$ cat src/rtl/fetch_queue_pkg.sv
// Shared types and constants for the fetch front end.
//   IMEM_BASE_ADDR : PC the fetch stream starts from after reset
//   NOP_INSN       : instruction presented to decode when nothing is valid
//   fq_entry_t     : one buffered {pc, insn} pair
package fetch_queue_pkg;
  localparam int FQ_AWIDTH = 32;
  localparam int FQ_DWIDTH = 32;

  localparam logic [FQ_AWIDTH-1:0] IMEM_BASE_ADDR = 32'h0100_0000;
  localparam logic [FQ_DWIDTH-1:0] NOP_INSN       = 32'h0000_0013;

  typedef struct packed {
    logic [FQ_AWIDTH-1:0] pc;
    logic [FQ_DWIDTH-1:0] insn;
  } fq_entry_t;
endpackage

$ cat src/rtl/fetch_fifo.sv
// Prefetch buffer: DEPTH x fq_entry_t ring with read/write pointers and count.
//   clk, rst_n  : clock, async active-low reset
//   push, entry_i : write entry_i at the tail
//   pop         : retire the head entry
//   flush       : drop all entries (wins over push; a same-cycle pop is harmless)
//   head_o      : entry at the head (meaningful when count_o != 0)
//   count_o     : occupied entries
module fetch_fifo
  import fetch_queue_pkg::*;
#(
  parameter int DEPTH = 4,
  localparam int PW = $clog2(DEPTH),
  localparam int CW = $clog2(DEPTH + 1)
) (
  input  logic            clk,
  input  logic            rst_n,
  input  logic            push,
  input  fq_entry_t       entry_i,
  input  logic            pop,
  input  logic            flush,
  output fq_entry_t       head_o,
  output logic [CW-1:0]   count_o
);

  fq_entry_t         mem_q [DEPTH];
  fq_entry_t         mem_d [DEPTH];
  logic [PW-1:0]     wr_ptr_q, wr_ptr_d;
  logic [PW-1:0]     rd_ptr_q, rd_ptr_d;
  logic [CW-1:0]     count_q, count_d;
  logic              push_eff;

  assign push_eff = push & ~flush;

  always_comb begin
    mem_d = mem_q;
    if (push_eff) mem_d[wr_ptr_q] = entry_i;
  end

  // Flush realigns the read pointer to the write pointer instead of
  // zeroing both, so no storage needs touching.
  always_comb begin
    wr_ptr_d = wr_ptr_q + PW'(push_eff);
    rd_ptr_d = flush ? wr_ptr_q : rd_ptr_q + PW'(pop);
    count_d  = flush ? '0 : count_q + CW'(push_eff) - CW'(pop);
  end

  always_ff @(posedge clk) begin
    mem_q <= mem_d;
  end

  always_ff @(posedge clk or negedge rst_n) begin
    if (!rst_n) begin
      wr_ptr_q <= '0;
      rd_ptr_q <= '0;
      count_q  <= '0;
    end else begin
      wr_ptr_q <= wr_ptr_d;
      rd_ptr_q <= rd_ptr_d;
      count_q  <= count_d;
    end
  end

  assign head_o  = mem_q[rd_ptr_q];
  assign count_o = count_q;

  // Credit accounting upstream makes these unreachable.
  always @(posedge clk) begin
    if (rst_n) begin
      assert (!(push_eff && !pop && count_q == CW'(DEPTH)));
      assert (!(pop && count_q == '0));
    end
  end

endmodule

$ cat src/rtl/fetch_queue.sv
// PC generator plus prefetch FIFO between a 1-cycle synchronous-read imem
// and decode.
//   clk, rst        : clock, async active-low reset
//   imem_addr_o     : imem read address
//   imem_read_en_o  : imem read request this cycle
//   imem_data_i     : imem data, valid the cycle after a request
//   redirect_i      : flush and restart fetch at redirect_pc_i (word aligned)
//   valid_o/ready_i : head-entry handshake to decode
//   pc_o, insn_o    : head entry (0 / NOP when not valid)
//   count_o         : occupied FIFO entries
module fetch_queue
  import fetch_queue_pkg::*;
#(
  parameter int                AWIDTH         = 32,
  parameter int                DWIDTH         = 32,
  parameter logic [AWIDTH-1:0] IMEM_BASE_ADDR = 32'h0100_0000,
  parameter int                DEPTH          = 4
) (
  input  logic                       clk,
  input  logic                       rst,
  output logic [AWIDTH-1:0]          imem_addr_o,
  output logic                       imem_read_en_o,
  input  logic [DWIDTH-1:0]          imem_data_i,
  input  logic                       redirect_i,
  input  logic [AWIDTH-1:0]          redirect_pc_i,
  output logic                       valid_o,
  input  logic                       ready_i,
  output logic [AWIDTH-1:0]          pc_o,
  output logic [DWIDTH-1:0]          insn_o,
  output logic [$clog2(DEPTH+1)-1:0] count_o
);

  localparam int CW = $clog2(DEPTH + 1);

  logic [AWIDTH-1:0] fetch_pc_q, fetch_pc_d;
  logic [AWIDTH-1:0] req_pc_q, req_pc_d;
  logic              inflight_q, inflight_d;

  logic [CW-1:0]     count;
  logic [CW:0]       occ;
  logic              pop, push, issue;
  fq_entry_t         head, entry_in;
  logic              unused_rpc;

  assign unused_rpc = ^redirect_pc_i[1:0];

  assign valid_o = (count != '0);
  assign pop     = valid_o & ready_i;

  // The in-flight read already owns a slot, so it counts against capacity.
  // At exactly full a pop frees the slot that this cycle's request needs.
  // Issue is masked during reset so no request escapes before release.
  always_comb begin
    occ   = {1'b0, count} + (CW+1)'(inflight_q);
    issue = rst & (redirect_i | (occ < (CW+1)'(DEPTH)) |
                   ((occ == (CW+1)'(DEPTH)) & pop));
  end

  assign imem_read_en_o = issue;
  assign imem_addr_o    = redirect_i ? {redirect_pc_i[AWIDTH-1:2], 2'b00} : fetch_pc_q;

  always_comb begin
    fetch_pc_d = issue ? imem_addr_o + AWIDTH'(4) : fetch_pc_q;
    req_pc_d   = issue ? imem_addr_o : req_pc_q;
    inflight_d = issue;
  end

  always_ff @(posedge clk or negedge rst) begin
    if (!rst) begin
      fetch_pc_q <= IMEM_BASE_ADDR;
      req_pc_q   <= '0;
      inflight_q <= 1'b0;
    end else begin
      fetch_pc_q <= fetch_pc_d;
      req_pc_q   <= req_pc_d;
      inflight_q <= inflight_d;
    end
  end

  // A response landing alongside a redirect belongs to the old stream.
  assign push     = inflight_q & ~redirect_i;
  assign entry_in = '{pc: req_pc_q, insn: imem_data_i};

  fetch_fifo #(.DEPTH(DEPTH)) u_fifo (
    .clk     (clk),
    .rst_n   (rst),
    .push    (push),
    .entry_i (entry_in),
    .pop     (pop),
    .flush   (redirect_i),
    .head_o  (head),
    .count_o (count)
  );

  assign count_o = count;
  assign pc_o    = valid_o ? head.pc   : '0;
  assign insn_o  = valid_o ? head.insn : NOP_INSN;

endmodule
$ cat config.mk
export PLATFORM = sky130hd
export DESIGN_NAME = fetch_queue
export DESIGN_NICKNAME = d
export VERILOG_FILES = /design/src/rtl/fetch_queue_pkg.sv /design/src/rtl/fetch_fifo.sv /design/src/rtl/fetch_queue.sv
export SDC_FILE = /design/constraint.sdc
export NUM_CORES = 1
export LEC_CHECK = 0
export CAP_MARGIN = 20
export CORE_UTILIZATION = 35
export DETAILED_ROUTE_END_ITERATION = 7
export PLACE_DENSITY = 0.55
export RECOVER_POWER = 100
export SLEW_MARGIN = 20
export SYNTH_ARGS = -nofsm -noshare
export SYNTH_HDL_FRONTEND = slang
export SYNTH_SLANG_ARGS = --single-unit
$ cat constraint.sdc
create_clock -name clk -period 8.28 [get_ports clk]
set_input_delay 1.656 -clock clk [delete_from_list [all_inputs] [get_ports clk]]
set_output_delay 1.656 -clock clk [all_outputs]
set_load 0.05 [all_outputs]
==> metrics list <==
- Outcome: complete, but fails checks
* Failing checks: max-capacitance violations, max-slew violations
- The cell area that synthesis handed to floorplanning was 13590 um^2.
* Nature of the critical path endpoint: output port
- Post CTS Setup Buffer Count: 0
- Initial antenna violation count: 4
* Transition time at the pin with the least slew margin: 4.032 ns
- Summed over all nets, the half-perimeter wirelength after detailed placement is 18750 um.
- The first detailed-routing pass took 5 iterations.
* Die Outline Area: 39610 um^2
* Worst path required time: 6.62 ns
- Synthesized flop and latch total: 326
- Final routed DRC violation total: 0
- The longest clock path from root to sink contains 3 buffers.
* Chip width: 199.0 um
- At the end of the flow, the number of nets in the layout was 1091.
* Count of routing violations after the opening detailed-route iteration: 298
- Number of buffer cells added on primary ports: 166
- After routing the design area is about 17000 um^2.
- Yosys warning total: 0
- Cell variety after synth: 58
- The layout has 3459 filler cells.
* Latest clock arrival within the worst-skew pair: 0.52 ns
- By startpoint and endpoint, the worst setup path is classified as in2out.
* Unrepaired setup endpoints after global routing: no
- Worst Skew: around 0.017 ns
- edfxtp_1 takes more of the synthesized area than any other cell.
- Hold violation total from the final report: 0
- Number of synthesized flops with an enable pin: 256
- Sequential-to-total area share from yosys stat: a little over two thirds
- After clock tree synthesis, the flow added hold-fix buffers numbering 0.
- Counting I/O delays and the setup requirement, the final critical path takes 6.663 ns.
* Pwr dens: between 300 and 400 nW/um^2
* Worst voltage drop across the vdd grid: 0.2287 mV
- Hold slack final: between 0.4 and 0.5 ns
* Chip height: 199.0 um
- The detail route stage leaves a number of antenna-violating nets equal to 0.
- In this run, post-CTS repair resized a total of 0 instances.
- Headroom to the max-slew limit: -168.8%
* Primary FF master, synth: edfxtp_1
* TritonCTS Buffers: 37
- Overall Power: 6.273 mW
* P_leak: 6.033 nW
- The first global-routing pass estimated ~47000 um of wire.
- Final critical-path share of the clock period: approximately four fifths
- Post-synthesis async set-or-reset flop share: 21.47%
- Sort of element at the start of the critical path: input port
- Maxcap violations: 12
- At the end of routability-driven placement, the weighted congestion stood at around 0.83.
- Of the cells placed in the final design, the portion with a size suffix greater than 1 is 13.89%.
- Arrival @ worst endpoint: 5.01 ns
- I/O pin cnt: 169
* Final std cells w/o fill: ~1600
* Average cell area after synthesis: 16.17 um^2
* Largest net degree at the start of global routing: about 100
* Setup-violating endpoint count in the final report: 0
* Total nets after synthesis: 915
- The number of global-route vias before repair was 7884.
* Count of clock tree sinks: 326
- Clk root buf: clkbuf_16
- Number of H-tree branching levels: 2
- After layout, the worst setup slack is approximately 1.6 ns.
* Clock slew at the register clock pins of the worst setup and hold paths: 0.06 ns
* DP Area: 15820 um^2
- Gate Count Post-Synth: 840
- The number of antenna diodes in the final layout is 0.
- The number of pins exceeding their max-slew limit in the final report is between 400 and 500.
- Counting tap cells, the placed design contains a total of around 1500 instances.
- Worst-case setup slack after placement: 2.471 ns
- Maximum clock rate: 150.1 MHz
* Overall via count from detail_route: about 7800
- Wire length reported by the detailed router: 30670 um
* GRT Resource Usage Total: 15.84%
- Cells fill 44.73% of the core in the end.
* Final TNS setup: 0 ns
- Detailed-route wire length per cell: 19.72 um
* Largest fanout of any net on the critical path: 38
- Dominant cells by area after synthesis: edfxtp_1, dfrtp_1, mux4_2, nand2_1, and2_1
* Core region area: 37930 um^2
* Proportion of netlist area held by the largest area contributor: 56.59%
- Placement Rows: between 70 and 80
- Dividing the detail-routed via count by the number of cells gives 4.984.
* Effective utilization at floorplan: 35.81%
* Path class of the lowest-slack min-delay path: reg2reg
* Overall overflow remaining after global route: 0
* Area Growth Syn to Fin: 24.89%
- TritonCTS built the clock tree.
report_power, final:
| part | total (mW) | switching, mW | leakage, nW | internal, mW |
|---|---|---|---|---|
| Clock | 1.63 | 0.631 | 0.583 | 0.997 |
| Combinational | 2.27 | 1.44 | 2.25 | 0.833 |
| Sequential | 2.37 | 0.283 | 3.20 | 2.09 |
| Total | 6.27 | 2.35 | 6.03 | 3.92 |
sequential cells by signal, indices dropped and copies added (netlist names):
register	cells
inflight_q	1
u_fifo.rd_ptr_q	2
u_fifo.mem_q	256
u_fifo.wr_ptr_q	2
fetch_pc_q	32
u_fifo.count_o	3
req_pc_q	30
path summary, 6_finish.rpt:
check                      cells past startpoint  slack [ns]              start         endpoint
max                                            5        1.62         redirect_i  imem_addr_o[17]
min                                            2        0.48     fetch_pc_q[22]   fetch_pc_q[22]
max reg2reg                                    7        2.50  u_fifo.count_o[0]    fetch_pc_q[9]
min reg2reg                                    2        0.48     fetch_pc_q[22]   fetch_pc_q[22]
max in group asynchronous                      2        3.55                rst     req_pc_q[13]
min in group asynchronous                      1        1.49                rst   fetch_pc_q[20]
cell usage after synthesis, drive strengths merged (4+ instances only):
master,n
a21oi,7
and2,63
buf,22
clkbuf,20
dfrtp,69
edfxtp,256
ha,6
inv,20
mux2,13
mux2i,17
mux4,64
nand2,106
nand3,17
nand3b,8
nand4,13
nor2,14
nor2b,6
nor3,5
nor4,4
o211ai,6
o21ai,35
o31ai,8
or2,4
or4,5
xnor2,11
xor2,6
critical path, cell delays in order:
cell and delay [ns]:
clkbuf_1 1.35, buf_4 0.57, mux2i_1 0.47, inv_1 0.14
dlygate4sd3_1 0.79
cells in the final DEF, fill, tap and decap left out, drive strengths merged, types with 7 or more instances in the layout:
cell type      synthesis  layout
nand3                 17      17
nand3b                 8       8
a21oi                  7       7
dfrtp                 69      69
edfxtp               256     256
mux4                  64      64
and2                  63      63
mux2i                 17      17
nand4                 13      13
mux2                  13      13
o21ai                 35      35
dlygate4sd3            0     130
clkbuf                20      63
xnor2                 11      11
clkinv                 0       9
clkdlybuf4s50          0      34
o31ai                  8       8
inv                   20      22
nor2                  14      14
nand2                106     106
per-layer routing:
| layer | vias to the layer above | global-route usage [%] | part of all wire (%) |
|---|---|---|---|
| met1 | 3923 | 21.74 | 46 |
| li1 | 3560 | - | - |
| met4 | 6 | 3.932 | 1.9 |
| met3 | 52 | 4.035 | 6.2 |
| met2 | 209 | 25.07 | 46 |
| met5 | - | 0 | 0.11 |
final cells by class:
type,instances,area [um^2],area share [%]
Timing Repair Buffer,179,1705,10.05
Sequential cell,326,9448,55.69
Inverter,20,75.07,0.4425
Clock buffer,50,1027,6.055
Tap cell,511,639.4,3.768
Clock inverter,17,190.2,1.121
Multi-Input combinational cell,452,3881,22.88
cells by family after synthesis:
| kind of cell | after synthesis | synth area share, % |
|---|---|---|
| buffers and inverters | 62 | 1.971 |
| and+or+nand+nor | 256 | 9.901 |
| DFF | 326 | 69.49 |
| xor gates and xnor gates | 17 | 1.096 |
| adders and majority gates | 7 | 0.6999 |
| AOI/OAI and AO/OA | 78 | 3.877 |
| muxes | 94 | 12.97 |
No activity file was read; power rests on OpenSTA's default activity.
